`config.mk`:
```
export PLATFORM = sky130hd
export DESIGN_NAME = id_issue_arbiter_flat
export DESIGN_NICKNAME = d
export VERILOG_FILES = /design/src/rtl/id_issue_arbiter_pkg.sv /design/src/rtl/id_issue_arbiter_if.sv /design/src/rtl/id_issue_arbiter_rr_pick.sv /design/src/rtl/id_issue_arbiter.sv /design/src/flat_wrapper.sv
export SDC_FILE = /design/constraint.sdc
export NUM_CORES = 1
export LEC_CHECK = 0
export BUFFER_PORTS_ARGS = -buffer_cell sky130_fd_sc_hd__buf_2
export CORE_MARGIN = 1.5
export CORE_UTILIZATION = 44
export DETAILED_ROUTE_END_ITERATION = 16
export PLACE_DENSITY = 0.87
export SETUP_SLACK_MARGIN = 0.5
export SKIP_CTS_REPAIR_TIMING = 1
export SYNTH_ARGS = -nofsm -noshare
export SYNTH_HDL_FRONTEND = slang
export SYNTH_SLANG_ARGS = --single-unit
```
`constraint.sdc`:
```
create_clock -name clk_i -period 2.6 [get_ports clk_i]
set_input_delay 0 -clock clk_i [delete_from_list [all_inputs] [get_ports clk_i]]
set_output_delay 0 -clock clk_i [all_outputs]
set_load 0.02 [all_outputs]
```
`src/rtl/id_issue_arbiter_pkg.sv`:
```
// Shared types for the ID->issue arbiter: FSM states, scoreboard entry, index-width helper.
// Latency: n/a (types only).
// Backpressure: n/a.
package id_issue_arbiter_pkg;

    localparam int ID_ARB_MAX_REQ = 8;

    typedef enum logic {
        IDLE,
        LOCKED
    } id_arb_state_e;

    typedef struct packed {
        logic [31:0] pc;
        logic [7:0]  op;
        logic [4:0]  rd;
    } scoreboard_entry_t;

    typedef scoreboard_entry_t sbe_t;

    function automatic int idx_w(input int n);
        return (n > 1) ? $clog2(n) : 1;
    endfunction

endpackage

```
`src/rtl/id_issue_arbiter_if.sv`:
```
// Requester/issue bundle: per-source decoded entries plus the registered issue port.
// Latency: n/a (wiring only).
// Backpressure: issue_instr_ack_i from the issue side, req_ack_o towards the requesters.
interface id_issue_arbiter_if #(
    parameter int NR_REQ = 2
);
    import id_issue_arbiter_pkg::*;

    localparam int IW = idx_w(NR_REQ);

    sbe_t [NR_REQ-1:0] req_entry_i;
    logic [NR_REQ-1:0] req_ctrl_flow_i;
    logic [NR_REQ-1:0] req_valid_i;
    logic [NR_REQ-1:0] req_ack_o;
    sbe_t              issue_entry_o;
    logic              issue_entry_valid_o;
    logic              is_ctrl_flow_o;
    logic              issue_instr_ack_i;
    logic [IW-1:0]     grant_idx_o;

    modport master (
        input  req_entry_i, req_ctrl_flow_i, req_valid_i, issue_instr_ack_i,
        output req_ack_o, issue_entry_o, issue_entry_valid_o, is_ctrl_flow_o, grant_idx_o
    );

    modport slave (
        output req_entry_i, req_ctrl_flow_i, req_valid_i, issue_instr_ack_i,
        input  req_ack_o, issue_entry_o, issue_entry_valid_o, is_ctrl_flow_o, grant_idx_o
    );

endinterface

```
`src/rtl/id_issue_arbiter_rr_pick.sv`:
```
// Round-robin picker: first valid requester at or after i_ptr, wrapping to 0.
// Latency: combinational.
// Backpressure: none.
module id_issue_arbiter_rr_pick
    import id_issue_arbiter_pkg::*;
#(
    parameter int NR_REQ = 2,
    parameter int IW     = idx_w(NR_REQ)
) (
    input  logic [NR_REQ-1:0] i_valid,
    input  logic [IW-1:0]     i_ptr,
    output logic [NR_REQ-1:0] o_onehot,
    output logic [IW-1:0]     o_idx,
    output logic              o_any
);

    logic          w_hi_any;
    logic [IW-1:0] w_hi_idx;
    logic          w_lo_any;
    logic [IW-1:0] w_lo_idx;

    // Descending scan so the lowest matching index is the one that sticks.
    always_comb begin
        w_hi_any = 1'b0;
        w_hi_idx = '0;
        w_lo_any = 1'b0;
        w_lo_idx = '0;
        for (int j = NR_REQ - 1; j >= 0; j--) begin
            if (i_valid[j]) begin
                w_lo_any = 1'b1;
                w_lo_idx = IW'(j);
                if (j >= int'(i_ptr)) begin
                    w_hi_any = 1'b1;
                    w_hi_idx = IW'(j);
                end
            end
        end
    end

    assign o_any    = w_lo_any;
    assign o_idx    = w_hi_any ? w_hi_idx : w_lo_idx;
    assign o_onehot = NR_REQ'(1) << o_idx;

endmodule

```
`src/rtl/id_issue_arbiter.sv`:
```
// Shares the ID->issue register between NR_REQ sources; round-robin with burst lock (ID_ARB_STRICT_PRIO_EN: req 0 always wins).
// Latency: 1 cycle request->issue entry, one load per cycle while issue acks every cycle.
// Backpressure: req_ack_o only when the register is empty or being acked, never during flush.
module id_issue_arbiter
    import id_issue_arbiter_pkg::*;
#(
    parameter int NR_REQ    = 2,
    parameter int MAX_BURST = 4
) (
    input  logic               clk_i,
    input  logic               rst_ni,
    input  logic               flush_i,
    id_issue_arbiter_if.master bus
);

    localparam int IW = idx_w(NR_REQ);

    id_arb_state_e r_state,  w_state;
    logic          r_valid,  w_valid;
    sbe_t          r_entry,  w_entry;
    logic          r_cf,     w_cf;
    logic [IW-1:0] r_gidx,   w_gidx;
    logic [IW-1:0] r_rr_ptr, w_rr_ptr;
    logic [3:0]    r_burst,  w_burst;

    logic              w_space;
    logic [NR_REQ-1:0] w_rr_onehot;
    logic [IW-1:0]     w_rr_idx;
    logic              w_rr_any;
    logic [IW-1:0]     w_pick_idx;
    logic              w_pick_any;
    logic              w_preempt;
    logic              w_load;
    logic [3:0]        w_burst_inc;

    function automatic logic [IW-1:0] nxt_idx(input logic [IW-1:0] i);
        if (int'(i) == NR_REQ - 1) return '0;
        return i + 1'b1;
    endfunction

    id_issue_arbiter_rr_pick #(
        .NR_REQ (NR_REQ),
        .IW     (IW)
    ) u_rr_pick (
        .i_valid  (bus.req_valid_i),
        .i_ptr    (r_rr_ptr),
        .o_onehot (w_rr_onehot),
        .o_idx    (w_rr_idx),
        .o_any    (w_rr_any)
    );

    assign w_space = !r_valid || bus.issue_instr_ack_i;

    // While locked the owner is the last loaded index, so r_gidx doubles as the lock owner.
    always_comb begin
        w_pick_idx = w_rr_idx;
        w_pick_any = w_rr_any;
        w_preempt  = 1'b0;
        if (r_state == LOCKED) begin
            w_pick_idx = r_gidx;
            w_pick_any = bus.req_valid_i[r_gidx];
        end
`ifdef ID_ARB_STRICT_PRIO_EN
        if (bus.req_valid_i[0]) begin
            w_pick_idx = '0;
            w_pick_any = 1'b1;
            w_preempt  = (r_state == LOCKED) && (r_gidx != '0);
        end
`else
        w_preempt  = 1'b0;
`endif
    end

    assign w_load        = rst_ni && !flush_i && w_space && w_pick_any;
    assign bus.req_ack_o = w_load ? (NR_REQ'(1) << w_pick_idx) : '0;
    assign w_burst_inc   = (r_state == IDLE) ? 4'd1 : r_burst + 4'd1;

    always_comb begin
        w_state  = r_state;
        w_valid  = r_valid;
        w_entry  = r_entry;
        w_cf     = r_cf;
        w_gidx   = r_gidx;
        w_rr_ptr = r_rr_ptr;
        w_burst  = r_burst;
        if (flush_i) begin
            w_valid = 1'b0;
            w_state = IDLE;
            w_burst = 4'd0;
        end else begin
            if (w_load) begin
                w_valid = 1'b1;
                w_entry = bus.req_entry_i[w_pick_idx];
                w_cf    = bus.req_ctrl_flow_i[w_pick_idx];
                w_gidx  = w_pick_idx;
            end else if (bus.issue_instr_ack_i) begin
                w_valid = 1'b0;
            end

            if (w_load && w_preempt) begin
                // Point back at the preempted owner so it resumes first.
                w_state  = IDLE;
                w_burst  = 4'd0;
                w_rr_ptr = r_gidx;
            end else if (w_load) begin
                if (bus.req_ctrl_flow_i[w_pick_idx] || (w_burst_inc == 4'(MAX_BURST))) begin
                    w_state  = IDLE;
                    w_burst  = 4'd0;
                    w_rr_ptr = nxt_idx(w_pick_idx);
                end else begin
                    w_state = LOCKED;
                    w_burst = w_burst_inc;
                end
            end else if ((r_state == LOCKED) && w_space && !bus.req_valid_i[r_gidx]) begin
                w_state  = IDLE;
                w_burst  = 4'd0;
                w_rr_ptr = nxt_idx(r_gidx);
            end
        end
    end

    always_ff @(posedge clk_i) begin
        if (!rst_ni) begin
            r_state  <= IDLE;
            r_valid  <= 1'b0;
            r_entry  <= '0;
            r_cf     <= 1'b0;
            r_gidx   <= '0;
            r_rr_ptr <= '0;
            r_burst  <= 4'd0;
        end else begin
            r_state  <= w_state;
            r_valid  <= w_valid;
            r_entry  <= w_entry;
            r_cf     <= w_cf;
            r_gidx   <= w_gidx;
            r_rr_ptr <= w_rr_ptr;
            r_burst  <= w_burst;
        end
    end

    assign bus.issue_entry_o       = r_entry;
    assign bus.issue_entry_valid_o = r_valid;
    assign bus.is_ctrl_flow_o      = r_cf;
    assign bus.grant_idx_o         = r_gidx;

endmodule

```
`src/flat_wrapper.sv`:
```
// flat-port wrapper written by rule: the top's interface ports become plain ports
module id_issue_arbiter_flat import id_issue_arbiter_pkg::*;
#(
    parameter int NR_REQ    = 2,
    parameter int MAX_BURST = 4
)
  (clk_i, rst_ni, flush_i, bus_req_entry_i, bus_req_ctrl_flow_i, bus_req_valid_i, bus_issue_instr_ack_i, bus_req_ack_o, bus_issue_entry_o, bus_issue_entry_valid_o, bus_is_ctrl_flow_o, bus_grant_idx_o);
  id_issue_arbiter_if #(.NR_REQ(NR_REQ)) bus_i ();
  input  logic clk_i;
  input  logic rst_ni;
  input  logic flush_i;
  input wire logic [$bits(bus_i.req_entry_i)-1:0] bus_req_entry_i;
  input wire logic [$bits(bus_i.req_ctrl_flow_i)-1:0] bus_req_ctrl_flow_i;
  input wire logic [$bits(bus_i.req_valid_i)-1:0] bus_req_valid_i;
  input wire logic [$bits(bus_i.issue_instr_ack_i)-1:0] bus_issue_instr_ack_i;
  output wire logic [$bits(bus_i.req_ack_o)-1:0] bus_req_ack_o;
  output wire logic [$bits(bus_i.issue_entry_o)-1:0] bus_issue_entry_o;
  output wire logic [$bits(bus_i.issue_entry_valid_o)-1:0] bus_issue_entry_valid_o;
  output wire logic [$bits(bus_i.is_ctrl_flow_o)-1:0] bus_is_ctrl_flow_o;
  output wire logic [$bits(bus_i.grant_idx_o)-1:0] bus_grant_idx_o;
  assign bus_i.req_entry_i = bus_req_entry_i;
  assign bus_i.req_ctrl_flow_i = bus_req_ctrl_flow_i;
  assign bus_i.req_valid_i = bus_req_valid_i;
  assign bus_i.issue_instr_ack_i = bus_issue_instr_ack_i;
  assign bus_req_ack_o = bus_i.req_ack_o;
  assign bus_issue_entry_o = bus_i.issue_entry_o;
  assign bus_issue_entry_valid_o = bus_i.issue_entry_valid_o;
  assign bus_is_ctrl_flow_o = bus_i.is_ctrl_flow_o;
  assign bus_grant_idx_o = bus_i.grant_idx_o;
  id_issue_arbiter #(.NR_REQ(NR_REQ), .MAX_BURST(MAX_BURST)) u_core (.clk_i(clk_i), .rst_ni(rst_ni), .flush_i(flush_i), .bus(bus_i));
endmodule
```
==> impl.org <==
** Drt
- Detail Route Antenna Nets :: 0
- Average routed wire per standard cell :: 12.9 um
- Using the TritonRoute via totals, the vias-per-cell ratio works out to 5.21.
- Final routed DRC violation total :: 0
- The first detailed-routing pass took 4 iterations.
- For this block, the initial DRC count from the detailed router was 85.
- Total vias in the final route :: 2456
- Total wire length :: 6090 um

** Synth
- The synthesized netlist occupies a cell area of 0.00258 mm^2.
- In the synthesized netlist the async set-or-reset flop fraction comes to 0.
- Number of flops mapped to enable cells by yosys :: 0
- Yosys cell types :: 29
- In the synthesized netlist the dominant register cell turns out to be dfxtp_1.
- By count the netlist is led by dfxtp_1, nand2_1, mux2i_1, o211a_1, buf_2.
- FF+latch count, synth :: 54
- Multiplexer share of the synthesized area :: 0.178
- Yosys printed 0 warnings.
- By instance count, the leading cell after synthesis is dfxtp_1.
- Counting every instance in the synthesized netlist gives 261.
- Of the total synthesized cell area, the portion taken by XOR and XNOR cells is 0.00679.
- The average instance in the mapped netlist occupies 9.88 um^2.
- Cell types with the largest area share after synthesis :: dfxtp_1, mux2i_1, o211a_1, nand2_1, buf_2
- Post-synthesis adder-cell area fraction :: 0.00485
- Net count after synthesis :: 360
- Largest family of logic cells by synthesized area :: compound AO/OA/AOI/OAI gates
- Of all cell types, the one taking the most synthesized area is dfxtp_1.
- Of the synthesized area, sequential elements account for 0.419.
- The post-synthesis compound-gate area fraction was 0.239.
- Of the total synthesized cell area, the portion taken by AND, OR, NAND and NOR gates is 0.110.
- The share of synthesized area in the top cell type comes to 0.419.

** Cells and area
- After the flow finishes, the layout carries non-filler instances totaling 471.
- In the final layout, the multi-input gates occupy 0.00140 mm^2.
- Number of antenna repair diodes :: 0
- Of the cells placed in the final design, the portion with a size suffix greater than 1 is 0.411.
- Seq. cell area :: about 0.0011 mm^2
- After the last flow step, the layout net total stands at 497.
- Counting the fill cells in the layout gives 488.
- Relative to the synthesized area, the layout overhead comes to 33.5%.

** Timing
- At the pin with the least slew margin, the transition time is 483 ps.
- Summed over all failing endpoints, the final setup total negative slack is 0 ps.
- Setup violations remaining at the end of the flow were counted as 0.
- Derived from the worst setup path, the maximum achievable clock frequency is 515 MHz.
- Worst-case headroom to the max-slew limit :: 0.678
- The clock arrives with between 4 and 5 ps of skew.
- The routed design could run at a clock period as short as around 1900 ps.
- Total count of max-transition violations in the final report :: 0
- Of the available clock period, the critical path in the final layout requires 0.746.
- Unrepaired setup endpoints after global routing :: no
- The total count of hold-check failures in the final report came to 0.

** CTS
- In this run, CTS created clock tree buffers numbering 5.
- Clock latency of the later-clocked register in the worst-skew pair :: 300 ps
- Counting along the longest clock path gives a buffer depth of 2.
- TritonCTS built the clock tree.
- Clock tree synthesis found a total of 54 sinks.
- CTS Root Cell :: clkbuf_8
- Clk pin slew, worst setup/hold paths :: 90 ps
- The H-tree generated during clock tree synthesis spans 2 levels.

** Die
- Die Footprint :: about 0.0063 mm^2
- Y dimension of the die :: 79.6 um
- Die Width :: ~80 um
- ~150 I/O pins were placed.
- Total number of placement rows :: 27
- The initial utilization of the core area, before any placement, comes to 0.463.
- In this run the standard cell core region covers 0.00557 mm^2.

** Setup path
- In this run the register-to-register setup slack is 660 ps.
- The worst register-to-register path ends at u_core.r_rr_ptr$_SDFFE_PN0P_.
- Sort of element at the end of the critical path :: register
- Startpoint of the worst register-to-register path :: u_core.bus.grant_idx_o$_SDFFE_PN0P_
- Worst Path Required :: 2790 ps
- Largest driver fanout on the critical path :: 6
- The worst setup path is launched from a register.
- Data arrives at the worst endpoint at 2130 ps.
- The worst setup path is of the reg2reg kind.
- Depth of the worst register-to-register path :: 5

** Hold path
- Hold Path Class :: in2reg
- WHS Endpoint :: u_core.bus.issue_entry_o[0]$_SDFFE_PN0P_
- The worst hold path begins at bus_req_entry_i[0].
- Depth of the worst hold-timing path :: 4

** Global route
- Overflow after GRT :: 0
- Entering global routing, the biggest net connects 49 pins.
- GRT Resource Usage Total :: 0.181
- The first global-routing pass estimated ~9200 um of wire.
- The initial antenna violation count was 0.
- The via count of the first global-routing pass was between 2000 and 2500.

** Power and ir drop
- The share of total power dissipated in the clock network is 0.258.
- Net switching power of the design :: 0.000504 W
- Switching power as a share of total power :: 0.287
- Logic pwr share :: 0.227
- Proportion of power drawn by flip-flops and latches :: 0.515
- Across the VDD grid, the largest voltage drop is 0.336 mV.
- Leakage dissipation :: about 2.1 nW
- Internal Power :: 0.00125 W
- Power density over cell area :: slightly above 500 mW/mm^2

** Placed design
- Input/output buffers :: between 100 and 150
- The congestion estimate from routability-driven global placement came to between 0.8 and 0.9.
- Detailed placement ended at an HPWL of between 4000 and 5000 um.
- Including well taps, the total number of placed cells is 463.

** Run status
- The run finished with clean final reports.

** Flow run
- Across the run, the number of max-cap violations was 0.
==> how the worst max path moves through the flow <==
stage | from | end | slack, ps | cells past startpoint
floorplan | u_core.bus.grant_idx_o$_SDFFE_PN0P_ | u_core.r_burst[2]$_SDFFE_PP0P_ | 700 | 5
global placement | u_core.r_state$_SDFFE_PP0P_ | u_core.r_rr_ptr$_SDFFE_PN0P_ | 750 | 5
detailed placement | u_core.r_state$_SDFFE_PP0P_ | u_core.r_rr_ptr$_SDFFE_PN0P_ | 630 | 5
CTS | u_core.r_state$_SDFFE_PP0P_ | u_core.r_rr_ptr$_SDFFE_PN0P_ | 600 | 5
global route | u_core.bus.grant_idx_o$_SDFFE_PN0P_ | u_core.r_burst[2]$_SDFFE_PP0P_ | 520 | 5
finish | u_core.bus.grant_idx_o$_SDFFE_PN0P_ | u_core.r_rr_ptr$_SDFFE_PN0P_ | 660 | 5
==> power groups by stage <==
| stage | sequential [W] | combinational, W | clock [W] |
|---|---|---|---|
| 2_1_floorplan | 0.000984 | 0.000187 | 0 |
| 3_3_place_gp | 0.000921 | 0.000390 | 0 |
| 3_5_place_dp | 0.000924 | 0.000399 | 0 |
| 4_1_cts | 0.000905 | 0.000400 | 0.000471 |
| 5_1_grt | 0.000912 | 0.000431 | 0.000512 |
| 6_report | 0.000905 | 0.000398 | 0.000453 |
==> routing by layer <==
metal / vias to the layer above / wire [um] / global-route usage
met3: 11 / 500 / 0.0571
met1: 1124 / 2420 / 0.179
met2: 101 / 3050 / 0.344
li1: 1220 / - / -
met4: 0 / 117 / 0.0719
met5: - / 0 / 0
==> layout by cell type, fill, tap and decap left out <==
cell type,synthesis,final
buf_2,12,147
dfxtp_1,54,54
nand2_1,49,49
mux2i_1,46,46
o211a_1,45,45
nor2_1,10,10
clkbuf_8,0,5
buf_4,0,5
nand2b_1,3,3
nor2b_1,3,3
inv_1,3,3
a31oi_1,3,3
a22oi_1,3,3
a21oi_1,2,2
xnor2_1,2,2
o21ai_0,2,2
a2111o_1,1,1
a22o_2,0,1
nor3b_2,0,1
nand3_1,1,1
or4_1,1,1
a221oi_2,0,1
a211oi_2,1,1
a2111oi_4,1,1
o2bb2ai_1,1,1
a211oi_1,1,1
a211o_1,1,1
nor3_1,1,1
a32o_1,1,1
ha_1,1,1
clkinv_2,0,1
clkinv_4,0,1
clkbuf_1,10,1
==> logic make-up (layout without fill, tap and decap cells) <==
group | Yosys count | in the layout
fa+ha+maj | 1 | 1
buf+inv | 25 | 163
compound gates | 64 | 64
mux | 46 | 46
xor+xnor | 2 | 2
flops | 54 | 54
simple gates | 69 | 69
==> stage by stage <==
| stage | power (W) | hold slack, ps | util | setup slack [ps] | cell area (um^2) |
|---|---|---|---|---|---|
| 2_1_floorplan | 0.00117 | 185 | - | 696 | 2580 |
| 3_3_place_gp | 0.00131 | 342 | 0.601 | 752 | 3350 |
| 3_5_place_dp | 0.00132 | 351 | 0.601 | 628 | 3350 |
| 4_1_cts | 0.00178 | 34.5 | 0.617 | 599 | 3440 |
| 5_1_grt | 0.00185 | 35.9 | 0.618 | 516 | 3440 |
| 6_report | 0.00176 | 40.6 | 0.618 | 660 | 3440 |
==> sequential cells by signal (all words and copies together) (netlist names) <==
| register | flops |
|---|---|
| u_core.r_state | 1 |
| u_core.bus.is_ctrl_flow_o | 1 |
| u_core.bus.issue_entry_o | 45 |
| u_core.bus.grant_idx_o | 1 |
| u_core.bus.issue_entry_valid_o | 1 |
| u_core.r_burst | 4 |
| u_core.r_rr_ptr | 1 |
==> layout make-up <==
type | instances | area share
tap | 72 | 0.0262
clock buffer | 6 | 0.0211
inverter | 3 | 0.00327
timing repair buffer | 152 | 0.224
sequential | 54 | 0.314
clock inverter | 2 | 0.00400
multi-input combinational | 182 | 0.407
==> critical path, stage by stage (launching register included) <==
cell and delay, ps:
dfxtp_1 460, mux2i_1 160, a2111o_1 530, a211oi_2 310, nand2_1 140, a32o_1 240
(Power assumes the default switching activity.)
